## src/rtl/im2col_skid_buf.sv

```systemverilog
// Two-entry valid/ready skid buffer for the im2col SPC datapath. Backpressure is
// absorbed by a skid register so in_ready_o depends only on local state.
module im2col_skid_buf #(
  parameter int WIDTH     = 8,
  parameter int CNT_WIDTH = 16
) (
  input  logic                 clk_i,
  input  logic                 rst_i,
  input  logic                 flush_i,
  input  logic                 in_valid_i,
  output logic                 in_ready_o,
  input  logic [WIDTH-1:0]     in_data_i,
  output logic                 out_valid_o,
  input  logic                 out_ready_i,
  output logic [WIDTH-1:0]     out_data_o,
  output logic [1:0]           occupancy_o,
  output logic [CNT_WIDTH-1:0] stall_cnt_o
);

  // Encoding doubles as the occupancy count.
  typedef enum logic [1:0] {
    EMPTY = 2'd0,
    BUSY  = 2'd1,
    FULL  = 2'd2
  } state_e;

  state_e               state_q;
  logic [WIDTH-1:0]     main_q;
  logic [WIDTH-1:0]     skid_q;
  logic [CNT_WIDTH-1:0] stall_q;
  logic [CNT_WIDTH-1:0] stall_d;
  logic                 in_fire;
  logic                 out_fire;

  assign in_ready_o  = (state_q != FULL);
  assign out_valid_o = (state_q != EMPTY);
  assign out_data_o  = main_q;
  assign occupancy_o = state_q;
  assign stall_cnt_o = stall_q;

  assign in_fire  = in_valid_i & in_ready_o;
  assign out_fire = out_valid_o & out_ready_i;

  // Saturating stall counter; flush does not clear it.
  always_comb begin
    stall_d = stall_q;
    if (out_valid_o && !out_ready_i && (stall_q != '1)) begin
      stall_d = stall_q + CNT_WIDTH'(1);
    end
  end

  // NOTE: non-blocking assignments in every clocked block so all registers
  // sample the same pre-edge state; data registers are reset too, as the
  // output must read zero after reset.
  always_ff @(posedge clk_i or posedge rst_i) begin
    if (rst_i) begin
      state_q <= EMPTY;
      main_q  <= '0;
      skid_q  <= '0;
      stall_q <= '0;
    end else begin
      stall_q <= stall_d;
      if (flush_i) begin
        state_q <= EMPTY;
      end else begin
        unique case (state_q)
          EMPTY: begin
            if (in_fire) begin
              main_q  <= in_data_i;
              state_q <= BUSY;
            end
          end
          BUSY: begin
            if (in_fire && out_fire) begin
              main_q <= in_data_i;
            end else if (in_fire) begin
              skid_q  <= in_data_i;
              state_q <= FULL;
            end else if (out_fire) begin
              state_q <= EMPTY;
            end
          end
          FULL: begin
            if (out_fire) begin
              main_q  <= skid_q;
              state_q <= BUSY;
            end
          end
          default: state_q <= EMPTY;
        endcase
      end
    end
  end

endmodule
```

## config.mk

```make
export PLATFORM = sky130hd
export DESIGN_NAME = im2col_skid_buf
export DESIGN_NICKNAME = d
export VERILOG_FILES = /design/src/rtl/im2col_skid_buf.sv
export SDC_FILE = /design/constraint.sdc
export NUM_CORES = 1
export LEC_CHECK = 0
export BUFFER_PORTS_ARGS = -buffer_cell sky130_fd_sc_hd__buf_4
export CAP_MARGIN = 40
export CORE_MARGIN = 10
export CORE_UTILIZATION = 36
export DETAILED_ROUTE_END_ITERATION = 16
export SYNTH_ARGS = -nofsm -noshare
export SYNTH_HDL_FRONTEND = slang
export SYNTH_SLANG_ARGS = --single-unit
```

## constraint.sdc

```tcl
create_clock -name clk_i -period 1.7 [get_ports clk_i]
set_input_delay 0.255 -clock clk_i [delete_from_list [all_inputs] [get_ports clk_i]]
set_output_delay 0.255 -clock clk_i [all_outputs]
set_load 0.1 [all_outputs]
```

* After elaboration in Yosys (flattened, before gate mapping) *
Cells that the tools add are included.

storage, ports and cells
  bits in registers = 34
  output and inout port bits = 28
  logic and storage cells = 41
  input bits = 13

operators by class
  $add $sub $neg = 1
  reduce and logical (&&, ||, !) cells = 10
  multiplexer cells = 11
  bitwise logic cells = 4
  equality and inequality tests = 11

operators with widths
  operator                                             count
  two-way mux 8 bit                                    3
  one-hot mux 8 bit (3 select lines)                   1
  adder 16 x 1 -> 16 bit, second input constant        1
  inequality test 16 bit, second input constant        1
  two-way mux 2 bit                                    6
  inequality test 3 bit, second input constant         3
  inequality test 2 bit, second input constant         4
  AND reduction 4 bit                                  2
  one-hot mux 2 bit (3 select lines)                   1
  AND reduction 5 bit                                  1
  inequality test 4 bit, second input constant         1
  logical AND 1 bit                                    3
  nonzero test 3 bit                                   1
  AND 1 bit                                            2
  equality test 2 x 1 -> 1 bit, second input constant  1
  equality test 2 bit, second input constant           1
  logical NOT 2 bit                                    1
  NOT 1 bit                                            2
  nonzero test 2 bit                                   1
  logical NOT 1 bit                                    1

* Depth between registers and ports, before layout *
Gate-level depths: netlist of run 1.

  depth in word-level cells = 7
  gate-level depth with buffers = 5
  depth with buffers taken out = 5

* Least setup slack after synthesis of run 1 *
No wires, ideal clock.

  path type = flip-flop to flip-flop
  start = register state_q[0] (netlist: occupancy_o[0])
  end = register main_q[0] (netlist: out_data_o[0])
  data required time = 1.575 ns
  period minus slack after synthesis = 2.465 ns
  stages on the path, launching flop included = 5
  library setup time = 0.125 ns
  buffers on the path = 1
  path slack = -0.765 ns
  arrival = 2.340 ns
  cells stage by stage = dfrtp_1 > nand2b_1 > buf_2 > mux2_2 > mux2_2

on the way
  cells in the longest elaborated chain, start to end = 5
  elaborated cells between the ends (all ways) = 14
  those cells by class = eq/ne (6); mux (1); bitwise (2); reduce/logical (5)

RTL lines
  what                               RTL line  source
  start, declared                    27        state_e state_q;
  start signal, assigned             57        state_q <= EMPTY;
  start signal, assigned             64        state_q <= EMPTY;
  start signal, assigned             70        state_q <= BUSY;
  inequality test 2 bit (*)          35        assign in_ready_o = (state_q != FULL);
  named net in_ready_o               11        output logic in_ready_o,
  AND 1 bit (*)                      41        assign in_fire = in_valid_i & in_ready_o;
  logical AND 1 bit                  74        if (in_fire && out_fire) begin
  inequality test 2 bit (no line)    --
  AND reduction 5 bit (no line) (*)  --
  end signal, assigned               69        main_q <= in_data_i;
  end signal, assigned               75        main_q <= in_data_i;
  end signal, assigned               85        main_q <= skid_q;
  end, declared                      28        logic [WIDTH-1:0] main_q;

Mark *: on every way through the listed nets, which the timed path passes. The rest lies on a longest branch.
A chain may end at the register's enable or synchronous reset.

* Final worst setup path of run 1 *
  start = register state_q[0] (netlist: occupancy_o[0])
  end = output port in_ready_o

on the way
  cells in the longest elaborated chain, start to end = 1

RTL lines
  what                   RTL line
  inequality test 2 bit  35
  end, declared          11

Every way passes these cells.

==> impl_metrics.tcl, run 1 <==
set metrics [dict create \
    status "completed" \
    rsz0062_at_grt "false" \
    top_level_ports 41 \
    synth_edf_count 0 \
    dieHeight_um 88.0 \
    cts_max_path_buffers 2 \
    relSlewSlack_pct 71.4 \
    layout-area-overhead-vs-synth_pct 39.3 \
    synth_area_sq_um 1660 \
    rows 24 \
    worst_pin_slew_ps 430 \
    r2r_end "out_data_o[2]$_DFFE_PP0P_" \
    syn_avg_cell_area_sq_um 12.3 \
    cts.clk_slew.worst_paths_ps 70 \
    core_area_sq_um 4410 \
    timing.rr.start "occupancy_o[1]$_DFFE_PP0P_" \
    seq_area_frac_synth_pct 51.2 \
    yosys-top-cells-area "dfrtp_1 51%, mux2_2 14%, xnor2_1 4.2%" \
    drtIter0Drc 49 \
    setup_viol 0 \
    grtUsageTotal_pct 10.7 \
    grt_pass1_vias 1337 \
    start_util_pct 37.7 \
    cts_num_sinks 34 \
    required_ps 1440 \
    ant_nets 0 \
    route.detailed.drc 0 \
    crit_slowest_cell "dfrtp_4" \
    yosys_warnings 0 \
    p_per_area_nw_per_um2 1350 \
    die_w_um 88.0 \
    drv_slew 0 \
    worstPathArrival_ps 1410 \
    cp-end-kind "output port" \
    path_class "flip-flop to output port" \
    cts_tree "built" \
    critPathMaxFanout 10 \
    async_flop_share_pct 100 \
    synth_top_area_share_pct 51.2 \
    diodes 0 \
    r2r_cells 5 \
    timing.fmax_mhz 602 \
    die_area_sq_um 7740 \
    drt-wirelength-per-cell_um 16.5 \
    critPathMaxStageDelay_ps 510 \
    skew_ps 7.28 \
    min_period_over_period_pct 97.8 \
    yosysTopAreaCell "dfrtp_1" \
    synth_top_cells_by_count "34 x dfrtp_1, 20 x mux2_2, 8 x nand2_1, 8 x xnor2_1, 6 x mux2_1" \
    via_count 1250 \
    antenna_found_initial 0 \
    start_kind "flip-flop" \
    min_period_ps 1660 \
    numCtsBuffers 5 \
    maxCapViolCount 0 \
    fin_hold_ws_ps 64.5 \
    ir_worst_vdd_v 0.000840 \
    ys_ff_latch 34 \
    dpl.hpwl_mm 3.04 \
    hold_class "input port to async pin" \
    ys_types 35 \
    power.leakage_uw 0.00101 \
    syn_inst 135 \
    cts_root_buf "clkbuf_8" \
    viasPerCell 5.14 \
    grt_max_degree 35 \
    gp_congestion 0.851 \
    setup_tns_ps 0 \
    synth_most_common_cell "dfrtp_1" \
    synth_flop_cell "dfrtp_1" \
    syn-num-nets 149 \
    cp_cell_sequence "nand2b_2 -> buf_4" \
    htreeDepth 2 \
    firstDrtPassIters 4 \
    grt-ovfl-total 0 \
    clk_latency_ps 280 \
    num-nets-final 204 \
    finalHoldViolCount 0 \
    drive_gt1_share_pct 55.5 \
    grt_pass1_wl_mm 6.59 \
    ff2ff_setup_slack_ps 100 \
    wirelength_mm 4.00 \
    io_buffers 40 \
]
## state kept, by name (all words and copies together) (netlist names)
name / flops
occupancy_o: 2
skid_q: 8
out_data_o: 8
stall_cnt_o: 16
## critical path: cells and delay by family, from the launching register on
| kind | cells | cell delay [ps] |
|---|---|---|
| and+or+nand+nor | 1 | 310 |
| DFF | 1 | 510 |
| buffers and inverters | 1 | 290 |
## metrics by stage
step	utilization (%)	area, sq um	instances	setup slack, ps	total power (uW)
detailed placement	49.5	2190	234	29.8	2430
floorplan	-	1770	135	-49.0	2120
finish	52.5	2320	243	38.1	3120
global route	52.5	2320	243	8.53	3260
global placement	49.5	2190	234	68.1	2390
CTS	52.0	2300	242	27.0	3160
## final cells by class
| cell class | instances | area, sq um |
|---|---|---|
| Tap cell | 52 | 65.1 |
| Sequential cell | 34 | 913 |
| Timing Repair Buffer | 49 | 393 |
| Clock buffer | 7 | 76.3 |
| Clock inverter | 1 | 30.0 |
| Inverter | 3 | 11.3 |
| Multi-Input combinational cell | 97 | 827 |
| Fill cell | 408 | 2100 |
## cells in the final DEF, fill, tap and decap left out, drive strengths merged, types with 2 or more instances in the layout
cell	instances
and3	2
mux2	26
xnor2	8
nand3	6
xor2	3
inv	3
nand2b	3
and4	4
a21oi	4
and2	2
nor3	2
nand4	5
nor2b	2
dfrtp	34
buf	49
or2	2
nor2	5
nand2	8
a31oi	3
clkbuf	7
## kinds of logic (layout without fill, tap and decap cells)
group	count (synthesis)	after routing	synth area share (%)
AOI/OAI and AO/OA	13	13	6.40
DFF	34	34	51.2
buffers and inverters	4	60	0.978
muxes	26	26	17.6
and+or+nand+nor	46	46	17.3
adders and majority gates	1	1	0.752
xor gates and xnor gates	11	11	5.79
## layer usage
metal / routed length, um / vias to the layer above / track usage (%)
li1: - / 603 / -
met1: 1780 / 619 / 12.7
met2: 1950 / 23 / 17.3
met3: 217 / 5 / 3.44
met4: 53 / 0 / 4.78
met5: 0 / - / 0
## report_power, final
| part | internal (uW) | total (uW) | switching, uW | leakage (uW) |
|---|---|---|---|---|
| clock network | 438 | 721 | 282 | 0.0000524 |
| logic | 340 | 1270 | 929 | 0.000552 |
| registers | 993 | 1130 | 141 | 0.000403 |
## worst max path at each step
stage                                           from                          to  slack (ps)  depth (start not counted)
after floorplan           stall_cnt_o[1]$_DFFE_PP0P_  stall_cnt_o[1]$_DFFE_PP0P_         -50                          5
after global placement    occupancy_o[0]$_DFFE_PP0P_   out_data_o[4]$_DFFE_PP0P_          70                          3
after detailed placement  occupancy_o[1]$_DFFE_PP0P_   out_data_o[2]$_DFFE_PP0P_          30                          3
after CTS                 occupancy_o[0]$_DFFE_PP0P_                  in_ready_o          30                          2
after global routing      occupancy_o[0]$_DFFE_PP0P_                  in_ready_o           9                          2
final                     occupancy_o[0]$_DFFE_PP0P_                  in_ready_o          40                          2
## timing repair
| item | 4_1_cts | 5_1_grt |
|---|---|---|
| gates resized for setup | 1 | 0 |
| pin swaps | 0 | 1 |
| buffers inserted | 0 | 1 |
| hold buffers | 0 | 0 |
| setup endpoints to repair | 1 | 8 |
| endpoints found under the hold margin | 0 | 0 |
Note: power is estimated with default switching activity, not from simulation.
==> inputs of run 2 (changes only) <==
==> config.mk (replaced) <==
export PLATFORM = sky130hd
export DESIGN_NAME = im2col_skid_buf
export DESIGN_NICKNAME = d
export VERILOG_FILES = /design/src/rtl/im2col_skid_buf.sv
export SDC_FILE = /design/constraint.sdc
export NUM_CORES = 1
export LEC_CHECK = 0
export BUFFER_PORTS_ARGS = -buffer_cell sky130_fd_sc_hd__buf_2
export CAP_MARGIN = 40
export CORE_MARGIN = 10
export CORE_UTILIZATION = 45
export DETAILED_ROUTE_END_ITERATION = 16
export PLACE_DENSITY = 0.72
export SYNTH_ARGS = -nofsm -noshare
export SYNTH_HDL_FRONTEND = slang
export SYNTH_SLANG_ARGS = --single-unit
==> impl_metrics.tcl, run 2 (synthesis results as in run 1) <==
set metrics [dict create \
    post-place-ws_ps 25.4 \
    cts_num_sinks 34 \
    critPathMaxStageDelay_ps 530 \
    antenna_found_initial 0 \
    mostFrequentLayoutCells "39 x buf_2, 20 x mux2_2, 16 x dfrtp_4, 16 x dfrtp_1" \
    ant_nets 0 \
    dpl.hpwl_mm 2.81 \
    worstPathArrival_ps 1410 \
    ir_worst_vdd_v 0.00101 \
    drive_gt1_share_pct 56.1 \
    gp_congestion 0.785 \
    cp-end-kind "output port" \
    drv_slew 0 \
    rows 22 \
    cts_max_path_buffers 2 \
    grt-ovfl-total 0 \
    min_period_over_period_pct 98.1 \
    diodes 0 \
    power_uw 2920 \
    path_delay_family "flip-flops" \
    maxCapViolCount 0 \
    rsz0062_at_grt "false" \
    dieHeight_um 80.8 \
    cts_root_buf "clkbuf_8" \
    die_area_sq_um 6530 \
    worst_slack_ps 31.6 \
    path_buf_inv 1 \
    largest_reg_flops 16 \
    timing.fmax_mhz 599 \
    core_area_sq_um 3610 \
    critPathMaxFanout 8 \
    hold_class "input port to async pin" \
    cts.clk_slew.worst_paths_ps 70 \
    power.leakage_uw 0.000976 \
    io_buffers 40 \
    grt_max_degree 35 \
    timing.rr.start "occupancy_o[1]$_DFFE_PP0P_" \
    grtUsageTotal_pct 11.9 \
    startpoint "occupancy_o[1]$_DFFE_PP0P_" \
    min_period_ps 1670 \
    post-route-util_pct 60.4 \
    finalHoldViolCount 0 \
    clk_latency_ps 280 \
    cts_tree "built" \
    required_ps 1440 \
    grt_pass1_vias 1276 \
    firstDrtPassIters 4 \
    start_util_pct 46.1 \
    viasPerCell 5.21 \
    wirelength_mm 3.71 \
    p_per_area_nw_per_um2 1340 \
    setup_viol 0 \
    top_level_ports 41 \
    skew_ps 5.61 \
    hold_buffers 0 \
    numCtsBuffers 5 \
    via_count 1235 \
    drt-wirelength-per-cell_um 15.6 \
    htreeDepth 2 \
    drtIter0Drc 25 \
    die_w_um 80.8 \
    grt_pass1_wl_mm 6.07 \
    layout-area-overhead-vs-synth_pct 31.0 \
    start_kind "flip-flop" \
    route.detailed.drc 0 \
    crit_slowest_cell "dfrtp_4" \
    cp_cell_sequence "or2_2 -> buf_2" \
    status "completed" \
    relSlewSlack_pct 67.2 \
    mostFrequentLayoutCell "buf_2" \
    path_class "flip-flop to output port" \
    worst_pin_slew_ps 496 \
    num-nets-final 202 \
]
==> run 2: repair_timing <==
| item | CTS | global route |
|---|---|---|
| pin swaps | 0 | 1 |
| resized for setup | 2 | 1 |
| buffers inserted | 0 | 1 |
| setup endpoints to repair | 1 | 9 |
==> run 2: final timing paths <==
| kind | end | slack (ps) | cells past startpoint |
|---|---|---|---|
| min in group clk_i | skid_q[6]$_DFFE_PP0P_ | 200 | 2 |
| worst max register to register | out_data_o[2]$_DFFE_PP0P_ | 110 | 4 |
| worst min register to register | skid_q[6]$_DFFE_PP0P_ | 480 | 1 |
| worst max-delay path | out_valid_o | 30 | 2 |
| worst min-delay path | out_data_o[0]$_DFFE_PP0P_ | 50 | 3 |
| max in group asynchronous | stall_cnt_o[13]$_DFFE_PP0P_ | 1310 | 3 |
==> run 2: metal layers <==
layer / wire, um / GRT usage (%)
met5: 0 / 0
met2: 1850 / 19.7
met1: 1570 / 13.3
met3: 241 / 5.19
met4: 48 / 4.15
==> run 2: power by group <==
part / internal [uW] / switching, uW / leakage, uW
clock network: 326 / 272 / 0.0000482
registers: 993 / 136 / 0.000403
logic: 267 / 925 / 0.000525
==> run 2: metrics by stage <==
stage / hold slack, ps / area [sq um] / TNS, ps / cells
final: 50.6 / 2180 / 0 / 237
after global routing: 75.8 / 2180 / 0 / 237
after detailed placement: 372 / 2070 / 0 / 228
after global placement: 356 / 2070 / 0 / 228
after CTS: 53.2 / 2170 / 0 / 236
after floorplan: 317 / 1770 / -386 / 135
==> run 2: final cells by class <==
cell class | instances | area, sq um
flip-flops and latches | 34 | 913
multi-input cells | 97 | 835
clock buffers | 7 | 86.3
inverters | 3 | 11.3
clock inverters | 1 | 5.00
repair buffers | 47 | 268
fillers | 311 | 1430
well taps | 48 | 60.1
==> run 2: worst reg2reg max path: stages, from the launching register on <==
cell,delay [ps]
dfrtp_4,530
nor2b_2,160
nand2_1,100
a21oi_4,300
mux2_2,380
